===== src/rtl/data_mem_bridge.sv =====
//------------------------------------------------------------------------------
// data_mem_bridge
//
// Turns each 32-bit word load/store from the core's data-memory port into four
// sequential byte transfers on a byte-wide valid/ready memory bus. The core is
// held in stall until the whole word has been moved, then sees a one-cycle
// core_done pulse. Byte lane 0 is the most-significant byte (data[31:24]), so a
// word at address A is {mem[A], mem[A+1], mem[A+2], mem[A+3]}.
//
// Optional feature (compile-time macro MISALIGN_CHECK_EN):
//   defined   - a request whose core_addr[1:0] != 0 is rejected in the same
//               cycle with core_err=1 and core_done=1; no bus activity.
//   undefined - core_err is tied 0 and the low two address bits are ignored.
//
// Ports
//   clk, rst_b       clock (rising edge), asynchronous active-low reset
//   core_req         core requests a word access (held while core_stall=1)
//   core_we          1 = store, 0 = load, sampled with core_req
//   core_addr        byte address of the word
//   core_wdata       store data, lane 0 = [31:24]
//   core_rdata       load data, valid with core_done, held until next load
//   core_stall       core must freeze while this is high
//   core_done        one-cycle pulse at the end of a word access
//   core_err         misalignment pulse (feature build only)
//   ext_valid        byte transfer request
//   ext_ready        memory accepts; transfer happens on valid & ready
//   ext_we           byte write strobe, qualified by ext_valid
//   ext_addr         byte address
//   ext_wdata        byte write data
//   ext_rdata        byte read data, valid in the handshake cycle
//------------------------------------------------------------------------------
module data_mem_bridge #(
   parameter int ADDR_W = 32,
   parameter int BYTES  = 4
) (
   input  logic              clk,
   input  logic              rst_b,
   input  logic              core_req,
   input  logic              core_we,
   input  logic [ADDR_W-1:0] core_addr,
   input  logic [31:0]       core_wdata,
   output logic [31:0]       core_rdata,
   output logic              core_stall,
   output logic              core_done,
   output logic              core_err,
   output logic              ext_valid,
   input  logic              ext_ready,
   output logic              ext_we,
   output logic [ADDR_W-1:0] ext_addr,
   output logic [7:0]        ext_wdata,
   input  logic [7:0]        ext_rdata
);

   // Word is fixed at 32 bits, so the byte counter is 2 bits wide.
   localparam logic [1:0] LAST_CNT = 2'(BYTES - 1);

   typedef enum logic [1:0] {
      IDLE = 2'd0,
      XFER = 2'd1,
      DONE = 2'd2
   } state_t;

   state_t              state;
   state_t              state_nxt;

   logic [1:0]          cnt;
   logic [ADDR_W-3:0]   word_q;     // word index; low two bits come from cnt
   logic                we_q;
   logic [31:0]         wdata_q;
   logic [31:0]         rbuf;       // load assembly buffer, not visible to core
   logic [31:0]         rbuf_nxt;
   logic [31:0]         rdata_q;    // architecturally visible load result

   logic                misalign;
   logic                accept;
   logic                hs;
   logic                last_hs;
   logic [7:0]          wbyte;

   //---------------------------------------------------------------------------
   // Misalignment detection
   //---------------------------------------------------------------------------
`ifdef MISALIGN_CHECK_EN
   assign misalign = (core_addr[1:0] != 2'b00);
`else
   // Low address bits are deliberately discarded in this build.
   logic unused_addr_lsbs;
   assign unused_addr_lsbs = ^core_addr[1:0];
   assign misalign         = 1'b0;
`endif

   // A request is only taken in IDLE; misaligned ones are answered in place.
   assign accept  = (state == IDLE) && core_req && !misalign;
   assign hs      = (state == XFER) && ext_ready;
   assign last_hs = hs && (cnt == LAST_CNT);

   //---------------------------------------------------------------------------
   // FSM: state register
   //---------------------------------------------------------------------------
   always_ff @(posedge clk or negedge rst_b) begin
      if (!rst_b) state <= IDLE;
      else        state <= state_nxt;
   end

   //---------------------------------------------------------------------------
   // FSM: next-state logic
   //---------------------------------------------------------------------------
   always_comb begin
      state_nxt = state;
      unique case (state)
         IDLE:    if (accept)  state_nxt = XFER;
         XFER:    if (last_hs) state_nxt = DONE;
         DONE:    state_nxt = IDLE;
         default: state_nxt = IDLE;
      endcase
   end

   //---------------------------------------------------------------------------
   // Byte lane selection (lane 0 = MSB)
   //---------------------------------------------------------------------------
   always_comb begin
      wbyte = 8'h00;
      unique case (cnt)
         2'd0: wbyte = wdata_q[31:24];
         2'd1: wbyte = wdata_q[23:16];
         2'd2: wbyte = wdata_q[15:8];
         2'd3: wbyte = wdata_q[7:0];
         default: wbyte = 8'h00;
      endcase
   end

   // Read buffer with the current lane replaced by the incoming byte. Used for
   // the final lane so the complete word lands in rdata_q in one step.
   always_comb begin
      rbuf_nxt = rbuf;
      unique case (cnt)
         2'd0: rbuf_nxt[31:24] = ext_rdata;
         2'd1: rbuf_nxt[23:16] = ext_rdata;
         2'd2: rbuf_nxt[15:8]  = ext_rdata;
         2'd3: rbuf_nxt[7:0]   = ext_rdata;
         default: rbuf_nxt = rbuf;
      endcase
   end

   //---------------------------------------------------------------------------
   // Datapath registers
   //---------------------------------------------------------------------------
   always_ff @(posedge clk or negedge rst_b) begin
      if (!rst_b) begin
         cnt     <= 2'd0;
         word_q  <= '0;
         we_q    <= 1'b0;
         wdata_q <= 32'h0;
         rbuf    <= 32'h0;
         rdata_q <= 32'h0;
      end else begin
         if (accept) begin
            cnt     <= 2'd0;
            word_q  <= core_addr[ADDR_W-1:2];
            we_q    <= core_we;
            wdata_q <= core_wdata;
         end else if (hs) begin
            // Wraps to 0 on the last byte; never carries into word_q.
            cnt <= cnt + 2'd1;
         end

         if (hs && !we_q) begin
            rbuf <= rbuf_nxt;
            // Publish the word only once it is complete, so core_rdata
            // changes exactly as the DONE cycle begins.
            if (last_hs) rdata_q <= rbuf_nxt;
         end
      end
   end

   //---------------------------------------------------------------------------
   // FSM: output logic
   //---------------------------------------------------------------------------
   always_comb begin
      core_stall = 1'b0;
      core_done  = 1'b0;
      core_err   = 1'b0;
      ext_valid  = 1'b0;
      ext_we     = 1'b0;
      ext_addr   = '0;
      ext_wdata  = 8'h00;
      unique case (state)
         IDLE: begin
            // Combinational so the core stalls in its request cycle.
            core_stall = core_req && !misalign;
            core_done  = core_req && misalign;
            core_err   = core_req && misalign;
         end
         XFER: begin
            // All bus fields are register-driven and only change on a
            // handshake, which keeps them stable while ready is low.
            core_stall = 1'b1;
            ext_valid  = 1'b1;
            ext_we     = we_q;
            ext_addr   = {word_q, cnt};
            ext_wdata  = wbyte;
         end
         DONE: begin
            core_done = 1'b1;
         end
         default: ;
      endcase
   end

   assign core_rdata = rdata_q;

endmodule


===== config.mk =====
export PLATFORM = sky130hd
export DESIGN_NAME = data_mem_bridge
export DESIGN_NICKNAME = d
export VERILOG_FILES = /design/src/rtl/data_mem_bridge.sv
export SDC_FILE = /design/constraint.sdc
export NUM_CORES = 1
export LEC_CHECK = 0
export ABC_CLOCK_PERIOD_IN_PS = 1700
export BUFFER_PORTS_ARGS = -buffer_cell sky130_fd_sc_hd__buf_4
export CORE_MARGIN = 2
export CORE_UTILIZATION = 25
export DETAILED_ROUTE_END_ITERATION = 8
export SLEW_MARGIN = 25
export SYNTH_ARGS = -nofsm -noshare
export SYNTH_HDL_FRONTEND = slang
export SYNTH_SLANG_ARGS = --single-unit

===== constraint.sdc =====
create_clock -name clk -period 1.7 [get_ports clk]
set_clock_uncertainty 0.05 [all_clocks]
set_input_delay 0.085 -clock clk [delete_from_list [all_inputs] [get_ports clk]]
set_output_delay 0.085 -clock clk [all_outputs]
set_load 0.02 [all_outputs]

==> metrics.json, run 1 <==
{
  "horiz_die_dim_um": 151,
  "synthDominantAreaCellType": "sky130_fd_sc_hd__dfrtp_1",
  "cts_tree": "done",
  "clkSlewWorstSetupHoldPaths_ps": 60,
  "static-leakage-power_nw": 3.96,
  "synth_fp_nets": 505,
  "worst_ir_drop_vdd_mv": 0.787,
  "buffer_levels_on_the_longest_clock_path": 2,
  "synthTopCellsByArea": "sky130_fd_sc_hd__dfrtp_1 57%, sky130_fd_sc_hd__mux2_2 18%, sky130_fd_sc_hd__mux2i_1 4.4%",
  "drt-pass1-iter-count": 4,
  "finalWorstPathRequiredPeriod_ps": 1930,
  "cp_data_required_time_ps": 1560,
  "port-buffer-count": 150,
  "asyncSetResetFlopFracSynth": 1.00,
  "crit_path_max_fanout": 7,
  "finalMaxSlewViolations": 0,
  "pin_count_of_the_biggest_net_entering_global_routing": 65,
  "delay_of_the_slowest_critical_path_stage_ps": 440,
  "finalWeightedCongestion": 0.762,
  "critical_path.startpoint_type": "flip-flop",
  "postLayoutCoreUtil": 0.420,
  "route.detailed.wl_per_inst_um": 16.2,
  "yosysMostFrequentCell": "sky130_fd_sc_hd__dfrtp_1",
  "drt.antenna.violating_nets": 0,
  "place_hpwl_um": 10100,
  "cts-htree-levels": 4,
  "detail_route.wirelength_um": 15600,
  "drive_above_1_share": 0.504,
  "min-delay-path-class": "in2async",
  "critical_path.top_delay_family": "flip-flops",
  "synth_fa_ha_area_frac": 0.00925,
  "yosysWarningCount": 0,
  "initial_utilization": 0.256,
  "post-place-cells": 838,
  "total_global_routing_overflow": 0,
  "main_combinational_cell_family_by_area_after_synthesis": "multiplexers",
  "power_density_nw_per_um2": 1990,
  "placementRows": 53,
  "chipHeight_um": 151,
  "ios": 154,
  "fmax_ghz": 0.518,
  "timing.reg2reg.setup_slack_ps": -30,
  "hold_viol_final": 0,
  "post_synth_inst_count": 424,
  "crit-reg2reg-capture": "core_rdata[7]$_DFFE_PN0P_",
  "number_of_clock_sinks_seen_by_cts": 123,
  "synth.mux.area_fraction": 0.225,
  "reg2reg_depth": 6,
  "synth.yosys.seq_area_share": 0.569,
  "total_clock_buffers_created_by_cts": 17,
  "via_count": 4259,
  "final.fill_count": 1944,
  "cp_cell_sequence": "inv_4 > ha_4 > buf_12 > a21oi_2 > a221oi_2 > buf_4",
  "multiInputGateArea_sq_um": 2350,
  "die_ar_sq_um": 22800,
  "violated_checks": "setup timing",
  "critical_path_class": "reg2out",
  "critical_path.reg2reg.startpoint": "cnt[1]$_DFFE_PN0P_",
  "total_area_of_sequential_cells_sq_um": 3080,
  "postSynthRegisterBits": 123,
  "post_synth_num_cell_types": 30,
  "globalRouteTotalUtil": 0.135,
  "grt_antenna_before_repair": 0,
  "finish.cell_count_without_fillers": 965,
  "synth_ff_type": "sky130_fd_sc_hd__dfrtp_1",
  "clock_latency_at_the_later_pin_of_the_worst_skew_pair_ps": 410,
  "synth-simple-area-share": 0.0636,
  "setup_viol": 11,
  "post-route-period-util": 1.13,
  "drc_violation_total_after_the_first_tritonroute_iteration": 148,
  "syn-mean-instance-area_sq_um": 12.8,
  "critical_path_depth": 6,
  "post_synth_edffs": 0,
  "antenna_cells": 0,
  "first_global_vias": 4650,
  "area_fraction_of_the_dominant_cell_type_after_synthesis": 0.569,
  "drv.max_cap_violation_count": 0,
  "synth_compound_gate_area_share": 0.0911,
  "synthToLayoutAreaGrowth_pct": 64.0,
  "cts.root.buffer_cell": "sky130_fd_sc_hd__clkbuf_16",
  "vias_per_cell": 4.41,
  "critPathArrivalTime_ps": 1790,
  "run_status": "finished, violations left",
  "synthXorXnorAreaFrac": 0.00162,
  "coreArea_sq_um": 21200,
  "grt_first_pass_wirelength_um": 23600,
  "post_synth_instance_area_sq_um": 5410,
  "fin_nets": 758,
  "critical_path.slowest_cell": "sky130_fd_sc_hd__dfrtp_2",
  "critical_path_buf_inv_count": 3,
  "fin_ws_ps": -229,
  "worstSetupEndpointType": "primary output",
  "setup_repair_after_global_routing_missed_its_margin": "true",
  "netlist_top_cells_count": "123 x sky130_fd_sc_hd__dfrtp_1, 87 x sky130_fd_sc_hd__mux2_2, 33 x sky130_fd_sc_hd__a21oi_1",
  "drcViolationCount": 0
}
==> report_power, final <==
group          internal, mW  total [mW]  switching [mW]
registers              4.40        5.17           0.773
clock network          2.19        3.61            1.42
logic                  4.50        8.84            4.35
total                  11.1        17.6            6.54
==> repair_timing <==
| item | CTS | global route |
|---|---|---|
| pin swaps | 7 | 7 |
| hold endpoints to repair | 223 | 0 |
| resized for setup | 27 | 30 |
| cloned | 1 | 4 |
| buffers inserted | 15 | 3 |
| setup endpoints to repair | 46 | 90 |
| hold buffers | 73 | 0 |
==> metal layers <==
metal / track usage / vias up / wire, um
met1: 0.159 / 2126 / 6650
met5: 0 / - / 0
met3: 0.0343 / 20 / 682
met2: 0.237 / 94 / 8000
met4: 0.0523 / 0 / 266
li1: - / 2019 / -
==> cell type report <==
cell class	instances	area share
Multi-Input combinational cell	256	0.265
Inverter	11	0.00550
Tap cell	275	0.0388
Clock buffer	18	0.0484
Timing Repair Buffer	268	0.278
Sequential cell	123	0.347
Clock inverter	14	0.0180
==> worst max-delay path by stage <==
| stage | startpoint | endpoint |
|---|---|---|
| finish | cnt[1]$_DFFE_PN0P_ | ext_wdata[5] |
| detailed placement | cnt[1]$_DFFE_PN0P_ | core_rdata[28]$_DFFE_PN0P_ |
| CTS | cnt[0]$_DFFE_PN0P_ | ext_wdata[6] |
| global placement | cnt[0]$_DFFE_PN0P_ | rbuf[12]$_DFFE_PN0P_ |
| global route | cnt[1]$_DFFE_PN0P_ | ext_wdata[1] |
| floorplan | cnt[0]$_DFFE_PN0P_ | rbuf[10]$_DFFE_PN0P_ |
==> registers in the layout, summed over array words and instances (netlist names) <==
name        flops
word_q         30
core_rdata     32
rbuf           24
wdata_q        32
state           2
we_q            1
cnt             2
==> worst register-to-register path: stages, from the launching register on <==
cell	delay, ps
sky130_fd_sc_hd__dfrtp_2	440
sky130_fd_sc_hd__buf_4	150
sky130_fd_sc_hd__ha_4	210
sky130_fd_sc_hd__buf_4	160
sky130_fd_sc_hd__buf_8	140
sky130_fd_sc_hd__nand2_8	120
sky130_fd_sc_hd__mux2_2	350
==> layout by cell type, fill, tap and decap left out, drive strengths merged, types with 8 or more instances in the layout <==
cell         synthesis  routed
a21oi               33      33
a221oi               8       8
a22oi                8       8
a31oi               24      24
and2                31      31
buf                 17     191
clkbuf              17      22
dfrtp              123     123
dlygate4sd3          0      73
inv                 11      16
mux2                87      87
mux2i               24      24
nand2               13      13
o21ai                8       8
==> metrics by stage <==
stage          setup WS (ps)  instance area, sq um  power (mW)  hold WS [ps]  TNS [ps]
2_1_floorplan           14.5                  5480        9.75          -261         0
3_3_place_gp            23.3                  7050        12.6         -78.9         0
3_5_place_dp           -10.5                  7050        12.8         -77.2     -20.4
4_1_cts                 -252                  8640        17.3          20.8     -1760
5_1_grt                 -329                  8870        18.7          42.2     -2880
6_report                -229                  8870        17.6          40.0     -1680
==> logic make-up after synthesis <==
family / Yosys count
buffers and inverters: 45
xor gates and xnor gates: 1
adders and majority gates: 4
AOI/OAI and AO/OA: 82
other: 1
DFF: 123
and+or+nand+nor: 57
muxes: 111
Power figures use the tool's default switching activity.
==> run 2: changes to the inputs <==
Settings changed: CORE_ASPECT_RATIO set to 0.5.
==> metrics.json, run 2 (same netlist as run 1, synthesis figures left out) <==
{
  "horiz_die_dim": {"value": 212, "unit": "um", "change": "was 151 um"},
  "via_count": {"value": 4262, "change": "was 4,259"},
  "drt-pass1-iter-count": {"value": 4, "change": "unchanged"},
  "setup_repair_after_global_routing_missed_its_margin": {"value": "true", "change": "unchanged"},
  "drv.max_cap_violation_count": {"value": 0, "change": "unchanged"},
  "static-leakage-power": {"value": 3.98, "unit": "nW", "change": "was 3.96 nW"},
  "min-delay-path-class": {"value": "in2async", "change": "unchanged"},
  "route.detailed.wl_per_inst": {"value": 15.5, "unit": "um", "change": "was 16.2 um"},
  "cts_tree": {"value": "done", "change": "unchanged"},
  "critPathArrivalTime": {"value": 1800, "unit": "ps", "change": "was 1790 ps"},
  "reg2reg_depth": {"value": 5, "change": "was 6"},
  "report.power.total": {"value": 17.6, "unit": "mW", "change": "about the same"},
  "grt_antenna_before_repair": {"value": 0, "change": "unchanged"},
  "dpl_cell_area": {"value": 7120, "unit": "sq um", "change": "was 7050 sq um"},
  "cp_data_required_time": {"value": 1560, "unit": "ps", "change": "about the same"},
  "drc_violation_total_after_the_first_tritonroute_iteration": {"value": 171, "change": "was 148"},
  "clkSlewWorstSetupHoldPaths": {"value": 70, "unit": "ps", "change": "was 60 ps"},
  "total_clock_buffers_created_by_cts": {"value": 17, "change": "unchanged"},
  "initial_utilization": {"value": 0.259, "change": "was 0.256"},
  "first_global_vias": {"value": 4495, "change": "was 4,650"},
  "clock_latency_at_the_later_pin_of_the_worst_skew_pair": {"value": 410, "unit": "ps", "change": "about the same"},
  "die_ar": {"value": 22900, "unit": "sq um", "change": "was 22,800 sq um"},
  "number_of_clock_sinks_seen_by_cts": {"value": 123, "change": "unchanged"},
  "coreArea": {"value": 20900, "unit": "sq um", "change": "was 21,200 sq um"},
  "cts-htree-levels": {"value": 4, "change": "unchanged"},
  "hold_viol_final": {"value": 0, "change": "unchanged"},
  "finalWorstPathRequiredPeriod": {"value": 1940, "unit": "ps", "change": "was 1930 ps"},
  "chipHeight": {"value": 108, "unit": "um", "change": "was 151 um"},
  "finalWeightedCongestion": {"value": 0.749, "change": "was 0.762"},
  "total_global_routing_overflow": {"value": 0, "change": "unchanged"},
  "buffer_levels_on_the_longest_clock_path": {"value": 2, "change": "unchanged"},
  "run_status": {"value": "finished, violations left", "change": "unchanged"},
  "final.fill_count": {"value": 1888, "change": "was 1,944"},
  "post-route-period-util": {"value": 1.14, "change": "was 1.13"},
  "worstSetupEndpointType": {"value": "primary output", "change": "unchanged"},
  "grt_first_pass_wirelength": {"value": 24100, "unit": "um", "change": "was 23,600 um"},
  "ios": {"value": 154, "change": "unchanged"},
  "post-place-cells": {"value": 864, "change": "was 838"},
  "worst_ir_drop_vdd": {"value": 0.789, "unit": "mV", "change": "was 0.787 mV"},
  "violated_checks": {"value": "setup timing", "change": "unchanged"},
  "most-common-layout-cells": {"value": "171 x sky130_fd_sc_hd__buf_4, 123 x sky130_fd_sc_hd__dfrtp_1, 79 x sky130_fd_sc_hd__mux2_2, 73 x sky130_fd_sc_hd__dlygate4sd3_1, 28 x sky130_fd_sc_hd__and2_1", "change": "was 169 x sky130_fd_sc_hd__buf_4, 122 x sky130_fd_sc_hd__dfrtp_1, 80 x sky130_fd_sc_hd__mux2_2, 73 x sky130_fd_sc_hd__dlygate4sd3_1, 31 x sky130_fd_sc_hd__and2_1"},
  "fmax": {"value": 0.516, "unit": "GHz", "change": "was 0.518 GHz"},
  "layout.cells.most_common": {"value": "sky130_fd_sc_hd__buf_4", "change": "unchanged"},
  "setup_viol": {"value": 16, "change": "was 11"},
  "critical_path_class": {"value": "reg2out", "change": "unchanged"},
  "globalRouteTotalUtil": {"value": 0.137, "change": "was 0.135"},
  "placementRows": {"value": 37, "change": "was 53"},
  "crit_path_max_fanout": {"value": 5, "change": "was 7"},
  "place_hpwl": {"value": 10100, "unit": "um", "change": "about the same"},
  "finish.cell_count_without_fillers": {"value": 987, "change": "was 965"},
  "finalMaxSlewViolations": {"value": 0, "change": "unchanged"},
  "pin_count_of_the_biggest_net_entering_global_routing": {"value": 35, "change": "was 65"},
  "drt.antenna.violating_nets": {"value": 0, "change": "unchanged"},
  "antenna_cells": {"value": 0, "change": "unchanged"},
  "cts.root.buffer_cell": {"value": "sky130_fd_sc_hd__clkbuf_16", "change": "unchanged"},
  "drcViolationCount": {"value": 0, "change": "unchanged"},
  "vias_per_cell": {"value": 4.32, "change": "was 4.41"},
  "critical_path.startpoint_type": {"value": "flip-flop", "change": "unchanged"},
  "port-buffer-count": {"value": 150, "change": "unchanged"},
  "power_density": {"value": 1970, "unit": "nW/um^2", "change": "was 1990 nW/um^2"},
  "fin_ws": {"value": -237, "unit": "ps", "change": "was -229 ps"},
  "fin_nets": {"value": 763, "change": "was 758"},
  "detail_route.wirelength": {"value": 15300, "unit": "um", "change": "was 15,600 um"},
  "finish.instance_area": {"value": 8950, "unit": "sq um", "change": "was 8870 sq um"},
  "drive_above_1_share": {"value": 0.517, "change": "was 0.504"},
  "synthToLayoutAreaGrowth": {"value": 65.3, "unit": "%", "change": "was 64.0%"},
  "total_negative_slack": {"value": -1840, "unit": "ps", "change": "was -1680 ps"},
  "postLayoutCoreUtil": {"value": 0.429, "change": "was 0.420"}
}
-- run 2: cell count changes in the layout (fill, tap and decap cells not counted), moves of 2 or more --
cell / delta
sky130_fd_sc_hd__a22oi_1: -4
sky130_fd_sc_hd__a22oi_2: +4
sky130_fd_sc_hd__buf_8: +4
sky130_fd_sc_hd__and2_1: -3
sky130_fd_sc_hd__and2_4: +3
sky130_fd_sc_hd__buf_12: -3
sky130_fd_sc_hd__buf_6: +3
sky130_fd_sc_hd__buf_4: +2
sky130_fd_sc_hd__clkbuf_16: -2
sky130_fd_sc_hd__inv_6: +2
sky130_fd_sc_hd__inv_8: +2
-- run 2: stage by stage --
stage	hold WS (ps)	worst slack, ps
6_report	103	-237
5_1_grt	145	-295
4_1_cts	101	-227
3_5_place_dp	10.1	59.4
3_3_place_gp	12.3	91.9
2_1_floorplan	-261	14.5
-- run 2: final cells by class --
type                    count  area, sq um  share of cell area
flip-flops and latches    123         3080               0.344
repair buffers            273         2490               0.278
multi-input cells         256         2380               0.266
clock buffers              18          439              0.0491
well taps                 292          365              0.0408
clock inverters            14          149              0.0166
inverters                  11         46.3             0.00517
-- run 2: final timing paths --
check                                                  to  slack (ps)                   start
worst min-delay path            core_rdata[2]$_DFFE_PN0P_         100                   rst_b
max in group asynchronous           word_q[1]$_DFFE_PN0P_         900                   rst_b
worst max-delay path                         ext_wdata[1]        -240      cnt[0]$_DFFE_PN0P_
min in group clk                       cnt[0]$_DFFE_PN0P_         310                core_req
worst min register to register     word_q[25]$_DFFE_PN0P_         450  word_q[25]$_DFFE_PN0P_
worst max register to register       rbuf[15]$_DFFE_PN0P_         -40    state[1]$_DFFE_PN0P_
-- run 2: worst max-delay path, stage by stage (launching register included) --
cell,delay [ps]
sky130_fd_sc_hd__dfrtp_1,400
sky130_fd_sc_hd__inv_2,120
sky130_fd_sc_hd__ha_4,200
sky130_fd_sc_hd__buf_8,140
sky130_fd_sc_hd__a21oi_2,60
sky130_fd_sc_hd__a221oi_2,260
sky130_fd_sc_hd__buf_4,200
-- run 2: layer usage --
layer  vias up  part of all wire  global-route usage
met2        56              0.54               0.247
met3        13             0.030              0.0363
met5         -                 0                   0
li1       2035                 -                   -
met4         0             0.012              0.0433
met1      2158              0.42               0.160
-- run 2: power breakdown --
group / total [mW] / switching [mW] / leakage (nW) / internal (mW)
registers: 5.18 / 0.782 / 1.48 / 4.40
clock network: 3.63 / 1.51 / 0.285 / 2.11
logic: 8.79 / 4.27 / 2.22 / 4.52
-- run 2: timing repair --
item	CTS	global route
pin swaps	11	8
setup endpoints to repair	40	134
setup buffers	12	6
cloned	2	2
hold endpoints to repair	220	0
hold buffers	73	0
gates resized for setup	42	34
